--- src/rtl/mod_sequencer.sv ---
`default_nettype none
// ============================================================================
//  Module   : mod_sequencer
//  Purpose  : Steps two datapath operands (a, b) alternately. Each step waits
//             SETTLE cycles for the operand to propagate (DELAY), waits SETTLE
//             more cycles for the result to settle (SETTLE), then captures
//             {a, b, c} as a record and offers it on a valid/ready handshake
//             (EMIT). One iteration = a-step record + b-step record.
//  Ports    : clk, reset (sync, active-high)
//             start/count   - launch a run of 'count' iterations (IDLE only)
//             abort         - drop the run, return to IDLE, no done pulse
//             a, b / c      - operands to datapath / result from datapath
//             res_valid/res_ready, res_a/res_b/res_c - captured record
//             busy          - high in every state except IDLE
//             done          - one-cycle pulse at the end of a completed run
//  Options  : MOD_SEQ_TRACE_EN - when defined, prints "verilog <a> <b> <c>"
//             for every accepted record (simulation only)
//  Revision : 1.0 - initial release
// ============================================================================
module mod_sequencer #(
    parameter int A_WIDTH = 17,
    parameter int B_WIDTH = 5,
    parameter int C_WIDTH = 10,
    parameter int ITER_W  = 8,
    parameter int SETTLE  = 10
) (
    input  logic               clk,
    input  logic               reset,
    input  logic               start,
    input  logic               abort,
    input  logic [ITER_W-1:0]  count,
    output logic [A_WIDTH-1:0] a,
    output logic [B_WIDTH-1:0] b,
    input  logic [C_WIDTH-1:0] c,
    output logic               res_valid,
    input  logic               res_ready,
    output logic [A_WIDTH-1:0] res_a,
    output logic [B_WIDTH-1:0] res_b,
    output logic [C_WIDTH-1:0] res_c,
    output logic               busy,
    output logic               done
);

    // Timer counts SETTLE-1 down to 0, so it only needs to hold SETTLE-1.
    localparam int TIMER_W = (SETTLE > 1) ? $clog2(SETTLE) : 1;
    localparam logic [TIMER_W-1:0] TIMER_LOAD = TIMER_W'(SETTLE - 1);

    localparam logic PH_A = 1'b0;
    localparam logic PH_B = 1'b1;

    typedef enum logic [2:0] {
        S_IDLE   = 3'd0,
        S_DELAY  = 3'd1,
        S_SETTLE = 3'd2,
        S_EMIT   = 3'd3,
        S_DONE   = 3'd4
    } state_t;

    state_t               state_q;
    logic                 phase_q;
    logic [TIMER_W-1:0]   timer_q;
    logic [ITER_W-1:0]    remaining_q;
    logic [ITER_W-1:0]    remaining_d;
    logic [A_WIDTH-1:0]   a_q;
    logic [B_WIDTH-1:0]   b_q;
    logic [A_WIDTH-1:0]   res_a_q;
    logic [B_WIDTH-1:0]   res_b_q;
    logic [C_WIDTH-1:0]   res_c_q;
    logic                 res_valid_q;
    logic                 busy_q;
    logic                 done_q;

    assign remaining_d = remaining_q - ITER_W'(1);

    always_ff @(posedge clk) begin
        if (reset) begin
            state_q     <= S_IDLE;
            phase_q     <= PH_A;
            timer_q     <= '0;
            remaining_q <= '0;
            a_q         <= '0;
            b_q         <= '0;
            res_a_q     <= '0;
            res_b_q     <= '0;
            res_c_q     <= '0;
            res_valid_q <= 1'b0;
            busy_q      <= 1'b0;
            done_q      <= 1'b0;
        end else if (abort && (state_q != S_IDLE)) begin
            // Operands are deliberately left where they are so the datapath
            // state at the moment of abort can be inspected.
            state_q     <= S_IDLE;
            res_valid_q <= 1'b0;
            busy_q      <= 1'b0;
            done_q      <= 1'b0;
        end else begin
            case (state_q)
                S_IDLE: begin
                    done_q <= 1'b0;
                    if (start && !abort) begin
                        a_q         <= '0;
                        b_q         <= '0;
                        remaining_q <= count;
                        phase_q     <= PH_A;
                        timer_q     <= TIMER_LOAD;
                        busy_q      <= 1'b1;
                        if (count != '0) begin
                            state_q <= S_DELAY;
                        end else begin
                            state_q <= S_DONE;
                            done_q  <= 1'b1;
                        end
                    end
                end
                S_DELAY: begin
                    if (timer_q == '0) begin
                        if (phase_q == PH_A) begin
                            a_q <= a_q + A_WIDTH'(1);
                        end else begin
                            b_q <= b_q + B_WIDTH'(1);
                        end
                        timer_q <= TIMER_LOAD;
                        state_q <= S_SETTLE;
                    end else begin
                        timer_q <= timer_q - TIMER_W'(1);
                    end
                end
                S_SETTLE: begin
                    if (timer_q == '0) begin
                        res_a_q     <= a_q;
                        res_b_q     <= b_q;
                        res_c_q     <= c;
                        res_valid_q <= 1'b1;
                        state_q     <= S_EMIT;
                    end else begin
                        timer_q <= timer_q - TIMER_W'(1);
                    end
                end
                S_EMIT: begin
                    if (res_ready) begin
                        res_valid_q <= 1'b0;
                        timer_q     <= TIMER_LOAD;
                        if (phase_q == PH_A) begin
                            phase_q <= PH_B;
                            state_q <= S_DELAY;
                        end else begin
                            remaining_q <= remaining_d;
                            if (remaining_d == '0) begin
                                state_q <= S_DONE;
                                done_q  <= 1'b1;
                            end else begin
                                phase_q <= PH_A;
                                state_q <= S_DELAY;
                            end
                        end
                    end
                end
                S_DONE: begin
                    done_q  <= 1'b0;
                    busy_q  <= 1'b0;
                    state_q <= S_IDLE;
                end
                default: begin
                    state_q     <= S_IDLE;
                    res_valid_q <= 1'b0;
                    busy_q      <= 1'b0;
                    done_q      <= 1'b0;
                end
            endcase
        end
    end

`ifdef MOD_SEQ_TRACE_EN
    // Mirrors the acceptance condition of the FSM: abort pre-empts a handshake.
    always @(posedge clk) begin
        if (!reset && !abort && (state_q == S_EMIT) && res_valid_q && res_ready) begin
            $display("verilog %0d %0d %0d", res_a_q, res_b_q, res_c_q);
        end
    end
`else
    // Trace disabled: no simulation-only code is compiled.
`endif

    assign a         = a_q;
    assign b         = b_q;
    assign res_a     = res_a_q;
    assign res_b     = res_b_q;
    assign res_c     = res_c_q;
    assign res_valid = res_valid_q;
    assign busy      = busy_q;
    assign done      = done_q;

endmodule
`default_nettype wire

--- config.mk ---
export PLATFORM = sky130hd
export DESIGN_NAME = mod_sequencer
export DESIGN_NICKNAME = d
export VERILOG_FILES = /design/src/rtl/mod_sequencer.sv
export SDC_FILE = /design/constraint.sdc
export NUM_CORES = 1
export LEC_CHECK = 0
export ABC_AREA = 1
export CORE_ASPECT_RATIO = 2
export CORE_MARGIN = 1
export CORE_UTILIZATION = 50
export DETAILED_ROUTE_END_ITERATION = 7
export PLACE_DENSITY = 0.83
export SETUP_SLACK_MARGIN = 0.15
export SYNTH_ARGS = -nofsm -noshare
export SYNTH_HDL_FRONTEND = slang
export SYNTH_SLANG_ARGS = --single-unit
--- constraint.sdc ---
create_clock -name clk -period 1.9 [get_ports clk]
set_input_delay 0.285 -clock clk [delete_from_list [all_inputs] [get_ports clk]]
set_output_delay 0.285 -clock clk [all_outputs]
set_load 0.01 [all_outputs]
# [Yosys cells after proc, flatten, opt, wreduce, memory -nomap -nowiden]
# Index checks and enable logic that the tools add are counted.
[totals] ff_bits=73 latchBits=0 mem_bits_rw=0 rom_bits=0 in_bits=23 out_inout_bits=57 elab_cells=99 n_memories=0
[classes] addsub=4 mul=0 div=0 n_lt_le_gt_ge=0 n_eq_ne=13 n_shift=0 muxes=41 bitwise_logic=4 reduce_logical=25
[op_table] op="17-bit 2-to-1 mux" n=3
[op_table] op="17-bit case mux with 2 select lines" n=1
[op_table] op="8-bit 2-to-1 mux" n=3
[op_table] op="3-bit 2-to-1 mux" n=7
[op_table] op="5-bit AND reduction" n=4
[op_table] op="2-bit inequality test (second input constant)" n=9
[op_table] op="17-bit by 1-bit adder with 17-bit output (second input constant)" n=1
[op_table] op="4-bit 2-to-1 mux" n=4
[op_table] op="4-bit case mux with 4 select lines" n=1
[op_table] op="8-bit case mux with 2 select lines" n=1
[op_table] op="5-bit 2-to-1 mux" n=3
[op_table] op="1-bit 2-to-1 mux" n=12
[op_table] op="3-bit case mux with 4 select lines" n=1
[op_table] op="4-bit AND reduction" n=3
[op_table] op="5-bit case mux with 2 select lines" n=1
[op_table] op="8-bit zero test" n=1
[op_table] op="8-bit nonzero test" n=1
[op_table] op="8-bit by 1-bit subtractor with 8-bit output (second input constant)" n=1
[op_table] op="3-bit by 2-bit == test with 1-bit output (second input constant)" n=2
[op_table] op="1-bit case mux with 3 select lines" n=2
[op_table] op="3-bit AND reduction" n=2
[op_table] op="3-bit OR reduction" n=2
[op_table] op="5-bit by 1-bit adder with 5-bit output (second input constant)" n=1
[op_table] op="4-bit zero test" n=1
[op_table] op="other kinds (13)" n=20

# [Depth between registers and ports, before layout]
# Gate-level depths: netlist of the first run.
[depth] depth_word=6 ltp_mapped=14 ltp_nobuf=14

# [Worst setup path after synthesis of the first run]
# OpenSTA, ideal clock, no wires.
[synth_timing] kind="register to register" start="reg timer_q[0]" end="reg a_q[11] (netlist: a[11])" setup_ns=0.135 arrival_ns=1.561 path_slack_ns=0.204 path_stages_with_launch=14 n_path_buf=2 path_cell_list="dfxtp_1 -> inv_1 -> ha_1 -> nand2_1 -> nor2_1 -> nor2_4 -> nor2_2 -> nand2_2 -> inv_2 -> nand2_2 -> buf_6 -> buf_6 -> a21oi_1 -> nor2_1"
[synth_between] elab_chain_len=3
[synth_lines] item="start, declared" line_no="61" rtl="logic [TIMER_W-1:0] timer_q;"
[synth_lines] item="start signal, assigned" line_no="125" rtl="timer_q <= timer_q - TIMER_W'(1);"
[synth_lines] item="start signal, assigned" line_no="136" rtl="timer_q <= timer_q - TIMER_W'(1);"
[synth_lines] item="4-bit zero test" line_no="116" rtl="if (timer_q == '0) begin"
[synth_lines] item="2-bit inequality test (no line)"
[synth_lines] item="5-bit AND reduction (no line)"
[synth_lines] item="end signal, assigned" line_no="118" rtl="a_q <= a_q + A_WIDTH'(1);"
[synth_lines] item="end, declared" line_no="64" rtl="logic [A_WIDTH-1:0] a_q;"
# No other way between the ends.
# A chain may end at the register's enable or synchronous reset.

# [Worst setup path in the final report of the first run]
[layout_timing] start="reg timer_q[0]" end="reg b_q[4] (netlist: b[4])"
[layout_between] elab_chain_len=3
[layout_lines] item="4-bit zero test" line_no="116"
[layout_lines] item="2-bit inequality test (no line)"
[layout_lines] item="5-bit AND reduction (no line)"
[layout_lines] item="end signal, assigned" line_no="120" rtl="b_q <= b_q + B_WIDTH'(1);"
[layout_lines] item="end, declared" line_no="65" rtl="logic [B_WIDTH-1:0] b_q;"
# No other way between the ends.

==> results of run 1 <==
## power by group
part | internal [mW] | switching (mW) | leakage, nW
Combinational | 1.26 | 1.64 | 1.26
Clock | 1.14 | 0.650 | 0.152
Sequential | 1.75 | 0.186 | 0.594
Total | 4.15 | 2.47 | 2.01
## path summary, 6_finish.rpt
path                                start           endpoint  slack (ps)  cells past startpoint
hold / removal          done$_SDFFE_PP0P_  done$_SDFFE_PP0P_         450                      2
setup reg to reg  timer_q[0]$_SDFFE_PP0P_  b[4]$_SDFFE_PP0P_         150                     15
setup / recovery  timer_q[0]$_SDFFE_PP0P_  b[4]$_SDFFE_PP0P_         150                     15
hold reg to reg         done$_SDFFE_PP0P_  done$_SDFFE_PP0P_         450                      2
## timing repair
| item | 4_1_cts | 5_1_grt |
|---|---|---|
| endpoints found under the setup margin | 11 | 44 |
| setup buffers | 3 | 6 |
| endpoints found under the hold margin | 0 | 0 |
| pin swaps | 6 | 15 |
| hold buffers | 0 | 0 |
| gates resized for setup | 12 | 35 |
## cells in the final DEF (no fill, tap or decap), types with 3 or more instances in the layout
cell	n
inv_2	12
nand2_1	70
a21oi_4	3
nor3_2	4
ha_1	4
xor2_1	6
clkinv_2	3
nor2_4	7
a21oi_2	6
o21ai_0	50
a21oi_1	41
a31oi_1	3
inv_1	45
o21ai_1	6
dfxtp_2	7
nand2_2	7
a211oi_1	3
nor3_1	16
buf_4	32
nand4_1	7
clkdlybuf4s50_1	79
dfxtp_1	66
nor2_2	9
nor2_1	74
buf_12	4
buf_6	3
nand3_1	24
clkbuf_16	9
## worst max-delay path: stages, from the launching register on
cell and delay, ps:
dfxtp_1 310, inv_2 80, ha_4 150, nand2_4 60
nor2_4 110, nor2_4 40, nor2_2 110, nand2_2 70
buf_6 120, a21oi_4 170, nand2_2 90, nor2_4 110
nand2_1 60, nand2_1 60, inv_1 40, nor2_1 90
## per-stage QoR
stage	utilization, %	area, µm²
6_report	76.1	5120
5_1_grt	76.1	5120
4_1_cts	74.0	4980
3_5_place_dp	68.6	4610
3_3_place_gp	68.6	4610
2_1_floorplan	-	3510
## logic make-up (layout without fill, tap and decap cells)
family / count (synthesis) / after routing / synth area share [%]
AOI/OAI and AO/OA: 114 / 114 / 18.0
xor gates and xnor gates: 6 / 6 / 1.50
adders and majority gates: 6 / 6 / 2.14
buffers and inverters: 73 / 192 / 8.37
DFF: 73 / 73 / 41.6
and+or+nand+nor: 226 / 226 / 28.4
## state kept, by name, summed over array words and instances (netlist names), 3 cells and up
name         cells
res_c           10
res_b            5
b                5
remaining_q      8
timer_q          4
state_q          3
a               17
res_a           17
## area by class of cell
cell class,count,area (µm²)
multi-input cells,352,1860
fillers,538,1610
flip-flops and latches,73,1470
repair buffers,118,1140
clock buffers,10,229
inverters,58,220
well taps,88,110
clock inverters,6,82.6
## per-layer routing
layer	GRT usage, %	up-vias	routed length, µm	part of all wire [%]
met5	0	-	0	0
met4	20.5	0	541	4.9
met3	5.56	40	431	3.9
met2	55.1	122	6230	57
met1	28.4	1769	3740	34
li1	-	1864	-	-
==> results_dict.tcl, run 1 <==
set metrics [dict create \
    core_um2 6730 \
    rsz0062_at_grt "yes" \
    start_util_pct 52.2 \
    hp-class "flip-flop to flip-flop" \
    overflow 0 \
    drive_gt1_share_pct 18.8 \
    seq_area_frac_synth_pct 41.6 \
    die_x_um 61.3 \
    wl_per_cell_um 15.5 \
    grt_pass1_wl_um 16500 \
    whs_ps 446 \
    status "complete, no violations" \
    irDropWorstVdd_mv 0.729 \
    cap_viol_max_count 0 \
    worstMarginPinSlew_ps 446 \
    clk_latency_ps 340 \
    synth_top_area_share_pct 41.6 \
    track_usage_pct 30.3 \
    port_buffers 79 \
    finalCriticalPeriod_ps 1750 \
    yosys-top-cells-count "nor2_1 (81), nand2_1 (74), dfxtp_1 (73)" \
    synth_cell_types 30 \
    dp_slack_ps -123 \
    synth_top_area_cell "dfxtp_1" \
    die_h_um 121 \
    ant_nets 0 \
    grt_antenna_before_repair 0 \
    fin_ws_ps 149 \
    drt_iter0_drc 228 \
    via_per_inst 5.38 \
    setup_viol_count_final 0 \
    grt_pass1_vias 3742 \
    synthFlopType "dfxtp_1" \
    ys_ff_latch 73 \
    h-tree-depth 3 \
    max_clock_freq_ghz 0.571 \
    num_io_pins 80 \
    clkTransAtPathRegs_ps 50 \
    async_reset_ff_share_pct 0 \
    place_congestion 0.894 \
    drc 0 \
    critical_path_peak_fanout 4 \
    power_leakage_nw 2.01 \
    num-nets-final 641 \
    dp_hpwl_um 7550 \
    cp-start-kind "flip-flop" \
    worstSetupPathType "flip-flop to flip-flop" \
    finalWirelength_um 10900 \
    power_mw 6.63 \
    required_ps 2170 \
    clockRootBuffer "clkbuf_16" \
    fin_setup_tns_ps 0 \
    synth_most_common_cell "nor2_1" \
    syn_avg_cell_area_um2 7.05 \
    drtPass1Iterations 4 \
    cts_max_path_buffers 2 \
    drv_slew 0 \
    synth_edf_count 0 \
    syn_to_final_growth_pct 45.8 \
    antenna_cells 0 \
    pwr_density_cell_nw_per_um2 1290 \
    fp-row-count 42 \
    clock_sink_count 73 \
    syn_inst 498 \
    max-slew-margin-rel_pct 70.2 \
    fin_skew_ps 5.99 \
    critPathArrivalTime_ps 2020 \
    grt_start_max_net_pins 41 \
    cp-end-kind "flip-flop" \
    cts_tree "built" \
    route.vias.total 3795 \
    stdcell_count 705 \
    synthTopCellsByArea "dfxtp_1 (42%), nor2_1 (8.7%), nand2_1 (7.9%)" \
    die_area_um2 7390 \
    numCtsBuffers 9 \
    dpl.cell_count 680 \
    hold_viol 0 \
    period_share_pct 92.1 \
    synth_warnings 0 \
    syn_area_um2 3510 \
    syn_nets 527 \
]
Note: power is estimated with default switching activity, not from simulation.
==> run 2: changes to the inputs <==
--- a/config.mk
+++ b/config.mk
@@ -5,10 +5,10 @@
 export SDC_FILE = /design/constraint.sdc
 export NUM_CORES = 1
 export LEC_CHECK = 0
-export ABC_AREA = 1
 export CORE_ASPECT_RATIO = 2
 export CORE_MARGIN = 1
 export CORE_UTILIZATION = 50
+export CTS_CLUSTER_DIAMETER = 60
 export DETAILED_ROUTE_END_ITERATION = 7
 export PLACE_DENSITY = 0.83
 export SETUP_SLACK_MARGIN = 0.15
==> run 2 against run 1 <==
Clock skew hardly changed; largest power group is now clock; sequential share of layout area shrank 2.2 points; worst setup slack got worse by 750 ps; the flow now finishes with violations (setup timing); sequential cell count unchanged; design area increased by 8.0%; critical endpoint is now a[9]$_SDFFE_PP0P_; synthesized cell count down 12%; final cell count shrank 6.8%; global-route usage increased by 1.3 points; fmax down 30%; total power down 39%; wire length rose by 22%; first-iteration DRC count grew 64%; highest routed layer is now met5.
==> results_dict.tcl, run 2 <==
set metrics [dict create \
    status "complete, but fails checks" \
    violations "setup timing" \
    ys_ff_latch 73 \
    synthFlopType "dfxtp_1" \
    r2r.worst_path.cells 7 \
    drive_gt1_share_pct 25.4 \
    grt_antenna_before_repair 1 \
    num-nets-final 592 \
    required_ps 2160 \
    path_delay_family "simple AND/OR/NAND/NOR gates" \
    worstMarginPinSlew_ps 815 \
    clock_sink_count 73 \
    die_h_um 119 \
    fin_skew_ps 6.14 \
    fp-row-count 42 \
    finalWirelength_um 13400 \
    synth_edf_count 0 \
    ant_nets 0 \
    power_leakage_nw 2.01 \
    fin_area_um2 5530 \
    max_clock_freq_ghz 0.400 \
    drc 0 \
    dp_hpwl_um 7000 \
    drt_iter0_drc 375 \
    cp-start-kind "flip-flop" \
    critPathArrivalTime_ps 2760 \
    drtPass1Iterations 5 \
    h-tree-depth 3 \
    whs_ps 350 \
    grt_pass1_vias 3713 \
    overflow 0 \
    rsz0062_at_grt "yes" \
    irDropWorstVdd_mv 0.657 \
    synth_cell_types 57 \
    whs_path_depth 2 \
    worstSetupPathType "flip-flop to flip-flop" \
    cts_max_path_buffers 2 \
    slowest_delay_ps 600 \
    start_util_pct 52.0 \
    grt_start_max_net_pins 33 \
    pwr_density_cell_nw_per_um2 726 \
    path_cells "inv_2 > ha_4 > or3b_4 > a2111oi_4 > nand4_4 > or3_4 > a21oi_2" \
    rrSetupSlack_ps -600 \
    hold_viol 0 \
    clkTransAtPathRegs_ps 60 \
    clk_latency_ps 340 \
    cap_viol_max_count 0 \
    track_usage_pct 31.6 \
    core_um2 6620 \
    dpl.cell_count 628 \
    num_io_pins 80 \
    seq_area_frac_synth_pct 42.5 \
    async_reset_ff_share_pct 0 \
    synth_warnings 0 \
    critical_path_peak_fanout 8 \
    route.vias.total 3999 \
    die_area_um2 7240 \
    drv_slew 0 \
    grt_pass1_wl_um 17200 \
    syn_avg_cell_area_um2 7.86 \
    syn_area_um2 3440 \
    synth_most_common_cell "nand2_1" \
    synthTopCellsByArea "dfxtp_1 (42%), nand2_1 (9.1%), a21oi_1 (7.7%)" \
    stdcell_count 657 \
    syn_nets 467 \
    place_congestion 0.988 \
    max-slew-margin-rel_pct 45.2 \
    yosys-top-cells-count "nand2_1 (83), dfxtp_1 (73), a21oi_1 (53)" \
    final_cell_mix "nand2_1 (80), clkdlybuf4s50_1 (78), dfxtp_1 (69)" \
    synth_top_area_share_pct 42.5 \
    syn_to_final_growth_pct 60.6 \
    hp-class "input pin to flip-flop" \
    fin_ws_ps -598 \
    cp-end-kind "flip-flop" \
    setup_viol_count_final 61 \
    synth_top_area_cell "dfxtp_1" \
    cts_tree "built" \
    numCtsBuffers 9 \
    finalCriticalPeriod_ps 2500 \
    via_per_inst 6.09 \
    clockRootBuffer "clkbuf_16" \
    hold_buffers 0 \
    die_x_um 60.7 \
    dp_slack_ps -329 \
    placed_area_um2 4750 \
    period_share_pct 131 \
    critPathSlowestCell "a2111oi_4" \
    port_buffers 79 \
    crit_buf_inv 1 \
    final_common_cell "nand2_1" \
    cp.depth 7 \
    wl_per_cell_um 20.4 \
    syn_inst 438 \
]
[run 2: changes by cell type after synthesis, sizes merged, moves of 7 or more]
cell	before	now
nor2	90	40
or3	0	13
xnor2	0	7
nand3	26	14
inv	58	9
o21ai	56	19
clkbuf	9	25
[run 2: routing by layer]
metal	global-route usage (%)	up-vias	wire (µm)
met5	0	-	13
met4	18.0	2	1020
met3	7.49	79	889
met2	57.8	213	7140
met1	29.8	1922	4320
li1	-	1783	-
[run 2: report_power, final]
part | switching (mW) | internal (mW)
Sequential | 0.0349 | 1.56
Clock | 0.650 | 1.12
Combinational | 0.346 | 0.299
Total | 1.03 | 2.98
[run 2: path summary, 6_finish.rpt]
check,from,to
worst min-delay path,reset,b[1]$_SDFFE_PP0P_
worst max-delay path,timer_q[1]$_SDFFE_PP0P_,a[9]$_SDFFE_PP0P_
worst min register to register,res_a[10]$_SDFFE_PP0P_,res_a[10]$_SDFFE_PP0P_
worst max register to register,timer_q[1]$_SDFFE_PP0P_,a[9]$_SDFFE_PP0P_
[run 2: cell families (layout without fill, tap and decap cells)]
family / Yosys count / after routing / share of synthesized area (%)
compound gates: 104 / 104 / 18.5
flops: 73 / 73 / 42.5
other cells: 0 / 1 / 0
buf+inv: 37 / 167 / 4.33
xor+xnor: 14 / 14 / 3.56
fa+ha+maj: 6 / 6 / 2.18
simple gates: 201 / 201 / 28.1
mux: 3 / 3 / 0.872
[run 2: layout make-up]
type	instances	area (µm²)
Multi-Input combinational cell	328	2220
Sequential cell	73	1470
Timing Repair Buffer	142	1390
Fill cell	367	1090
Clock buffer	14	274
Tap cell	88	110
Clock inverter	2	35.0
Inverter	9	33.8
Antenna cell	1	2.50
[run 2: stage by stage]
step                      util, %  TNS (ps)  total power, mW
after floorplan                 -     -2680             1.90
after global placement       71.7     -7040             2.07
after detailed placement     71.7     -9030             2.09
after CTS                    78.9     -4840             3.86
after global routing         83.5    -19340             4.12
final                        83.5    -16730             4.01
[run 2: what timing repair did]
| item | 4_1_cts | 5_1_grt |
|---|---|---|
| setup buffers | 4 | 5 |
| endpoints found under the setup margin | 64 | 68 |
| pin swaps | 14 | 27 |
| resized for setup | 26 | 43 |
| cloned | 1 | 2 |
